<file path="config.mk">
export PLATFORM = sky130hd
export DESIGN_NAME = mem_copy_engine_flat
export DESIGN_NICKNAME = d
export VERILOG_FILES = /design/src/rtl/mem_pkg.sv /design/src/rtl/mem_copy_engine_if.sv /design/src/rtl/mem_copy_engine.sv /design/src/flat_wrapper.sv
export SDC_FILE = /design/constraint.sdc
export NUM_CORES = 1
export LEC_CHECK = 0
export CELL_PAD_IN_SITES_DETAIL_PLACEMENT = 1
export CELL_PAD_IN_SITES_GLOBAL_PLACEMENT = 1
export CORE_MARGIN = 2
export CORE_UTILIZATION = 37
export DETAILED_ROUTE_END_ITERATION = 6
export PLACE_DENSITY_LB_ADDON = 0.15
export SYNTH_ARGS = -nofsm -noshare
export SYNTH_HDL_FRONTEND = slang
export SYNTH_SLANG_ARGS = --single-unit
</file>
<file path="constraint.sdc">
create_clock -name clk -period 4.47 [get_ports clk]
set_clock_uncertainty 0.05 [all_clocks]
set_input_delay 0.894 -clock clk [delete_from_list [all_inputs] [get_ports clk]]
set_output_delay 0.894 -clock clk [all_outputs]
set_load 0.005 [all_outputs]
</file>
<file path="src/rtl/mem_pkg.sv">
// Shared definitions for the byte-wide memory copy/fill engine and its memory port.
package mem_pkg;
    localparam int MEM_N = 16;

    typedef enum logic [1:0] {
        IDLE  = 2'd0,
        READ  = 2'd1,
        WRITE = 2'd2,
        DONE  = 2'd3
    } state_t;

    localparam logic MODE_COPY = 1'b0;
    localparam logic MODE_FILL = 1'b1;
endpackage

</file>
<file path="src/rtl/mem_copy_engine_if.sv">
// Byte-wide data memory port: address/write data from the initiator, read data back.
interface mem_copy_engine_if #(parameter int N = 16);
    logic           write_en;
    logic [N-1:0]   addr;
    logic [N-1:0]   datain;
    logic [N/2-1:0] dataout;

    modport master (output write_en, output addr, output datain, input dataout);
    modport slave  (input write_en, input addr, input datain, output dataout);
endinterface

</file>
<file path="src/rtl/mem_copy_engine.sv">
// Block COPY/FILL engine driving the byte-wide memory port; one command per start pulse.
module mem_copy_engine
    import mem_pkg::*;
#(
    parameter int N = MEM_N
) (
    input  logic                clk,
    input  logic                rst,
    input  logic                start,
    input  logic                mode,
    input  logic [N-1:0]        src_addr,
    input  logic [N-1:0]        dst_addr,
    input  logic [N-1:0]        len,
    input  logic [N/2-1:0]      fill_val,
    output logic                busy,
    output logic                done,
    mem_copy_engine_if.master   mem
);
    localparam int B = N / 2;

    state_t       state, nxt;
    logic [N-1:0] idx, src_q, dst_q, len_q;
    logic [B-1:0] fill_q;
    logic         mode_q;
    logic         last;

    logic         we_c;
    logic [N-1:0] addr_c, din_c;

    assign last = (idx + N'(1)) == len_q;

    always_ff @(posedge clk) begin
        if (rst) begin
            state  <= IDLE;
            idx    <= '0;
            src_q  <= '0;
            dst_q  <= '0;
            len_q  <= '0;
            fill_q <= '0;
            mode_q <= MODE_COPY;
        end else begin
            state <= nxt;
            if (state == IDLE && start) begin
                idx    <= '0;
                src_q  <= src_addr;
                dst_q  <= dst_addr;
                len_q  <= len;
                fill_q <= fill_val;
                mode_q <= mode;
            end else if (state == WRITE) begin
                idx <= idx + N'(1);
            end
        end
    end

    always_comb begin
        nxt = state;
        case (state)
            IDLE:
                if (start) begin
                    if (len == '0)              nxt = DONE;
                    else if (mode == MODE_FILL) nxt = WRITE;
                    else                        nxt = READ;
                end
            READ:  nxt = WRITE;
            WRITE:
                if (last)                      nxt = DONE;
                else if (mode_q == MODE_FILL)  nxt = WRITE;
                else                           nxt = READ;
            DONE:  nxt = IDLE;
            default: nxt = IDLE;
        endcase
    end

    // Moore outputs; address sums wrap modulo 2^N by width truncation.
    always_comb begin
        we_c   = 1'b0;
        addr_c = '0;
        din_c  = '0;
        case (state)
            READ: addr_c = src_q + idx;
            WRITE: begin
                we_c   = 1'b1;
                addr_c = dst_q + idx;
                din_c  = {{(N-B){1'b0}}, (mode_q == MODE_FILL) ? fill_q : mem.dataout};
            end
            default: ;
        endcase
    end

    assign busy         = (state == READ) || (state == WRITE);
    assign done         = (state == DONE);
    assign mem.write_en = we_c;
    assign mem.addr     = addr_c;
    assign mem.datain   = din_c;
endmodule

</file>
<file path="src/flat_wrapper.sv">
// flat-port wrapper written by rule: the top's interface ports become plain ports
module mem_copy_engine_flat import mem_pkg::*;
#(
    parameter int N = MEM_N
)
  (clk, rst, start, mode, src_addr, dst_addr, len, fill_val, busy, done, mem_write_en, mem_addr, mem_datain, mem_dataout);
  mem_copy_engine_if #(.N(N)) mem_i ();
  input  logic clk;
  input  logic rst;
  input  logic start;
  input  logic mode;
  input  logic [N-1:0] src_addr;
  input  logic [N-1:0] dst_addr;
  input  logic [N-1:0] len;
  input  logic [N/2-1:0] fill_val;
  output logic busy;
  output logic done;
  output wire logic [$bits(mem_i.write_en)-1:0] mem_write_en;
  output wire logic [$bits(mem_i.addr)-1:0] mem_addr;
  output wire logic [$bits(mem_i.datain)-1:0] mem_datain;
  input wire logic [$bits(mem_i.dataout)-1:0] mem_dataout;
  assign mem_write_en = mem_i.write_en;
  assign mem_addr = mem_i.addr;
  assign mem_datain = mem_i.datain;
  assign mem_i.dataout = mem_dataout;
  mem_copy_engine #(.N(N)) u_core (.clk(clk), .rst(rst), .start(start), .mode(mode), .src_addr(src_addr), .dst_addr(dst_addr), .len(len), .fill_val(fill_val), .busy(busy), .done(done), .mem(mem_i));
endmodule
</file>
==> results.py <==
metrics = {
    "clock_tree": {
        "root_buffer": "clkbuf_16",
        "clk_latency_ns": 0.34,
        "cts-htree-levels": 3,
        "cts_hold_buffers": 0,
        "cts-buffers-inserted": 9,
        "clock_path_buffers": 2,
        "tritoncts": "done",
        "clock_sinks": 75,
        "clk_pin_slew_ns": 0.07,
    },
    "timing": {
        "max_slew_margin": 0.3430,
        "fmax_mhz": 230.0,
        "hold_viol": 0,
        "slew_viol_final": 0,
        "tns_ns": 0,
        "rsz0062_at_grt": "true",
        "min_period_over_period": 0.9726,
        "setup_viol_count_final": 0,
        "worst_pin_slew_ns": 0.9855,
        "min_period_ns": 4.348,
    },
    "yosys": {
        "synth_warnings": 0,
        "async_reset_ff_frac": 0,
        "syn_inst": 585,
        "netlist_top_cells_area": "dfxtp_1 32%, nand2_1 11%, a21oi_1 7.9%",
        "yosysSeqAreaShare": 0.3241,
        "yosys_most_used_dff": "dfxtp_1",
        "synth_edf_count": 0,
        "synth_area_per_cell_um2": 7.920,
        "synth_top_cell_area_share": 0.3241,
        "ys_ff_latch": 75,
        "yosys.area.top_type": "dfxtp_1",
        "synth_cell_types": 59,
        "netlist_area_mm2": 0.004633,
    },
    "power_and_ir_drop": {
        "p_comb_frac": 0.404,
        "pwr-share-seq": 0.326,
        "pwr-share-clk": 0.269,
        "p_total_mw": 2.651,
        "ir_worst_vdd_mv": 0.2280,
        "p_int_mw": 1.656,
        "p_leak_nw": 2.307,
        "power.density_mw_per_mm2": 440.6,
        "p_sw_mw": 0.9950,
        "p_sw_frac": 0.3753,
    },
    "route": {
        "vias_per_cell": 5.182,
        "wirelength_mm": 13.76,
        "first_iter_violations": 231,
        "post-route-drc-count": 0,
        "drt-pass1-iter-count": 6,
        "antenna_left": 0,
        "via_count": 4337,
        "wire_per_inst_um": 16.44,
    },
    "worst_setup_path": {
        "worstPathArrival_ns": 3.40,
        "critPathBufInv": 3,
        "cp_max_fo": 4,
        "crit_required_ns": 3.53,
        "criticalPathCategory": "reg2out",
        "worstSetupEndpointType": "output port",
        "cp_top_family": "adder cells",
        "slowest_delay_ns": 0.51,
        "crit_slowest_cell": "clkdlybuf4s50_1",
        "start_kind": "flip-flop",
        "worstPathCellList": "inv_2, ha_4, mux2_2, ha_2, inv_1, fa_1, nor2b_2, o21a_1, o21ai_2, a211o_1, a21oi_2, mux2i_1, clkdlybuf4s50_1",
    },
    "floorplan": {
        "placementRows": 40,
        "core_mm2": 0.01211,
        "start_util": 0.3825,
        "die_h_um": 115.9,
        "num_io_pins": 103,
        "die_width_um": 115.9,
        "die-area_mm2": 0.01343,
    },
    "layout": {
        "nNetsFinal": 754,
        "antennaDiodeCount": 0,
        "layout-drive-gt1-share": 0.1106,
        "syn_to_final_growth_pct": 29.89,
    },
    "grt": {
        "track_usage": 0.2112,
        "overflow": 0,
        "grt_pass1_vias": 4469,
        "grt_pass1_wl_mm": 22.07,
        "antenna_found_initial": 0,
        "grt_max_degree": 61,
    },
    "run": {
        "max_cap_viol_count": 0,
    },
    "worst_hold_path": {
        "worstHoldPathType": "reg2reg",
    },
    "place": {
        "portBuffers": 94,
        "routabilityCongestion": 0.8722,
        "place_hpwl_mm": 10.45,
    },
    "status": {
        "status": "finished clean",
    },
}
## flip-flops by register name (all words and copies together), names as in the netlist
name / cells
u_core.dst_q: 16
u_core.fill_q: 8
u_core.idx: 16
u_core.len_q: 16
u_core.mode_q: 1
u_core.src_q: 16
u_core.state: 2
## cell families (layout without fill, tap and decap cells)
group | Yosys count | in the layout | share of synthesized area
AOI/OAI and AO/OA | 124 | 124 | 0.1634
muxes | 31 | 31 | 0.07102
buffers and inverters | 54 | 131 | 0.05941
DFF | 75 | 75 | 0.3241
other | 1 | 8 | 0.0008094
and+or+nand+nor | 242 | 242 | 0.2487
xor gates and xnor gates | 35 | 35 | 0.06940
adders and majority gates | 23 | 23 | 0.06319
## final cells by class
type	instances	area (um^2)
Clock buffer	9	225.2
Clock inverter	7	65.06
Fill cell	1482	6093
Inverter	10	37.54
Multi-Input combinational cell	463	2935
Sequential cell	75	1504
Tap cell	168	210.2
Timing Repair Buffer	105	1041
## routing by layer
metal / share of wire / track usage / up-vias / wire length, um
met1: 0.43 / 0.2476 / 2084 / 5911
li1: - / - / 2161 / -
met4: 0.010 / 0.05556 / 0 / 144
met5: 0 / 0 / - / 0
met3: 0.034 / 0.03609 / 14 / 469
met2: 0.53 / 0.3961 / 78 / 7233
## power by group through the flow
stage	Clock (mW)	Sequential [mW]	Combinational [mW]
floorplan	0	0.839	0.709
CTS	0.726	0.866	1.09
detailed placement	0	0.877	1.08
global placement	0	0.870	1.04
finish	0.714	0.865	1.07
global route	0.756	0.880	1.20
## worst min-delay path: stages, from the launching register on
cell,delay (ns)
dfxtp_1,0.31
nand2_1,0.05
a21oi_1,0.05
## final timing paths
kind	from	endpoint	slack, ns	cells past startpoint
setup / recovery	u_core.state[0]$_SDFFE_PP0P_	mem_addr[12]	0.12	13
hold / removal	u_core.src_q[9]$_SDFFE_PP0P_	u_core.src_q[9]$_SDFFE_PP0P_	0.41	2
setup reg to reg	u_core.idx[0]$_SDFFE_PP0P_	u_core.state[0]$_SDFFE_PP0P_	1.94	7
hold reg to reg	u_core.src_q[9]$_SDFFE_PP0P_	u_core.src_q[9]$_SDFFE_PP0P_	0.41	2
## cell usage in the layout (no fill, tap or decap), drive strengths merged, types with 5 or more instances in the layout
cell type      count
o21a               7
inv               15
a21oi             73
ha                21
nor2              23
nand4              8
nor2b             13
nand2b             5
and2               5
o21ai             12
nor3              14
clkbuf             9
or3                5
mux2i             16
nor4               6
nand2            138
xnor2             18
conb               8
nand3             13
buf               12
xor2              16
and3               5
dfxtp             75
mux2              15
clkdlybuf4s50     89
## synthesized netlist by cell type, types with 3 or more instances
| master | n |
|---|---|
| xnor2_1 | 18 |
| and4_1 | 3 |
| a21oi_1 | 73 |
| nor4_1 | 5 |
| nor3_2 | 3 |
| dfxtp_1 | 75 |
| and3_1 | 3 |
| buf_1 | 3 |
| nand3_1 | 13 |
| o31ai_1 | 3 |
| nor2b_1 | 13 |
| mux2i_1 | 16 |
| o21a_1 | 7 |
| inv_1 | 10 |
| nand2_1 | 138 |
| nand2b_1 | 5 |
| mux2_2 | 15 |
| a211oi_1 | 3 |
| nor3_1 | 11 |
| buf_4 | 14 |
| nand4_1 | 5 |
| a21o_1 | 4 |
| or3_1 | 5 |
| nor2_1 | 22 |
| xor2_1 | 16 |
| a31oi_1 | 4 |
| buf_2 | 4 |
| ha_1 | 21 |
| o21ai_0 | 12 |
| clkbuf_1 | 21 |
| and2_1 | 5 |
## what timing repair did
action	in CTS	in global routing
pin swaps	1	3
gates cloned	0	0
setup buffers	1	0
gates resized for setup	8	12
endpoints found under the setup margin	6	9
## metrics by stage
stage          hold slack, ns    util  area (um^2)  setup WS [ns]  cells
2_1_floorplan          0.3829       -         4659         0.3434    592
3_3_place_gp           0.3898  0.4673         5659         0.2635    820
3_5_place_dp           0.3968  0.4673         5659         0.1669    820
4_1_cts                0.4060  0.4939         5982       0.007775    837
5_1_grt                0.4278  0.4969         6018       -0.05923    837
6_report               0.4061  0.4969         6018         0.1223    837
Power figures use the tool's default switching activity.
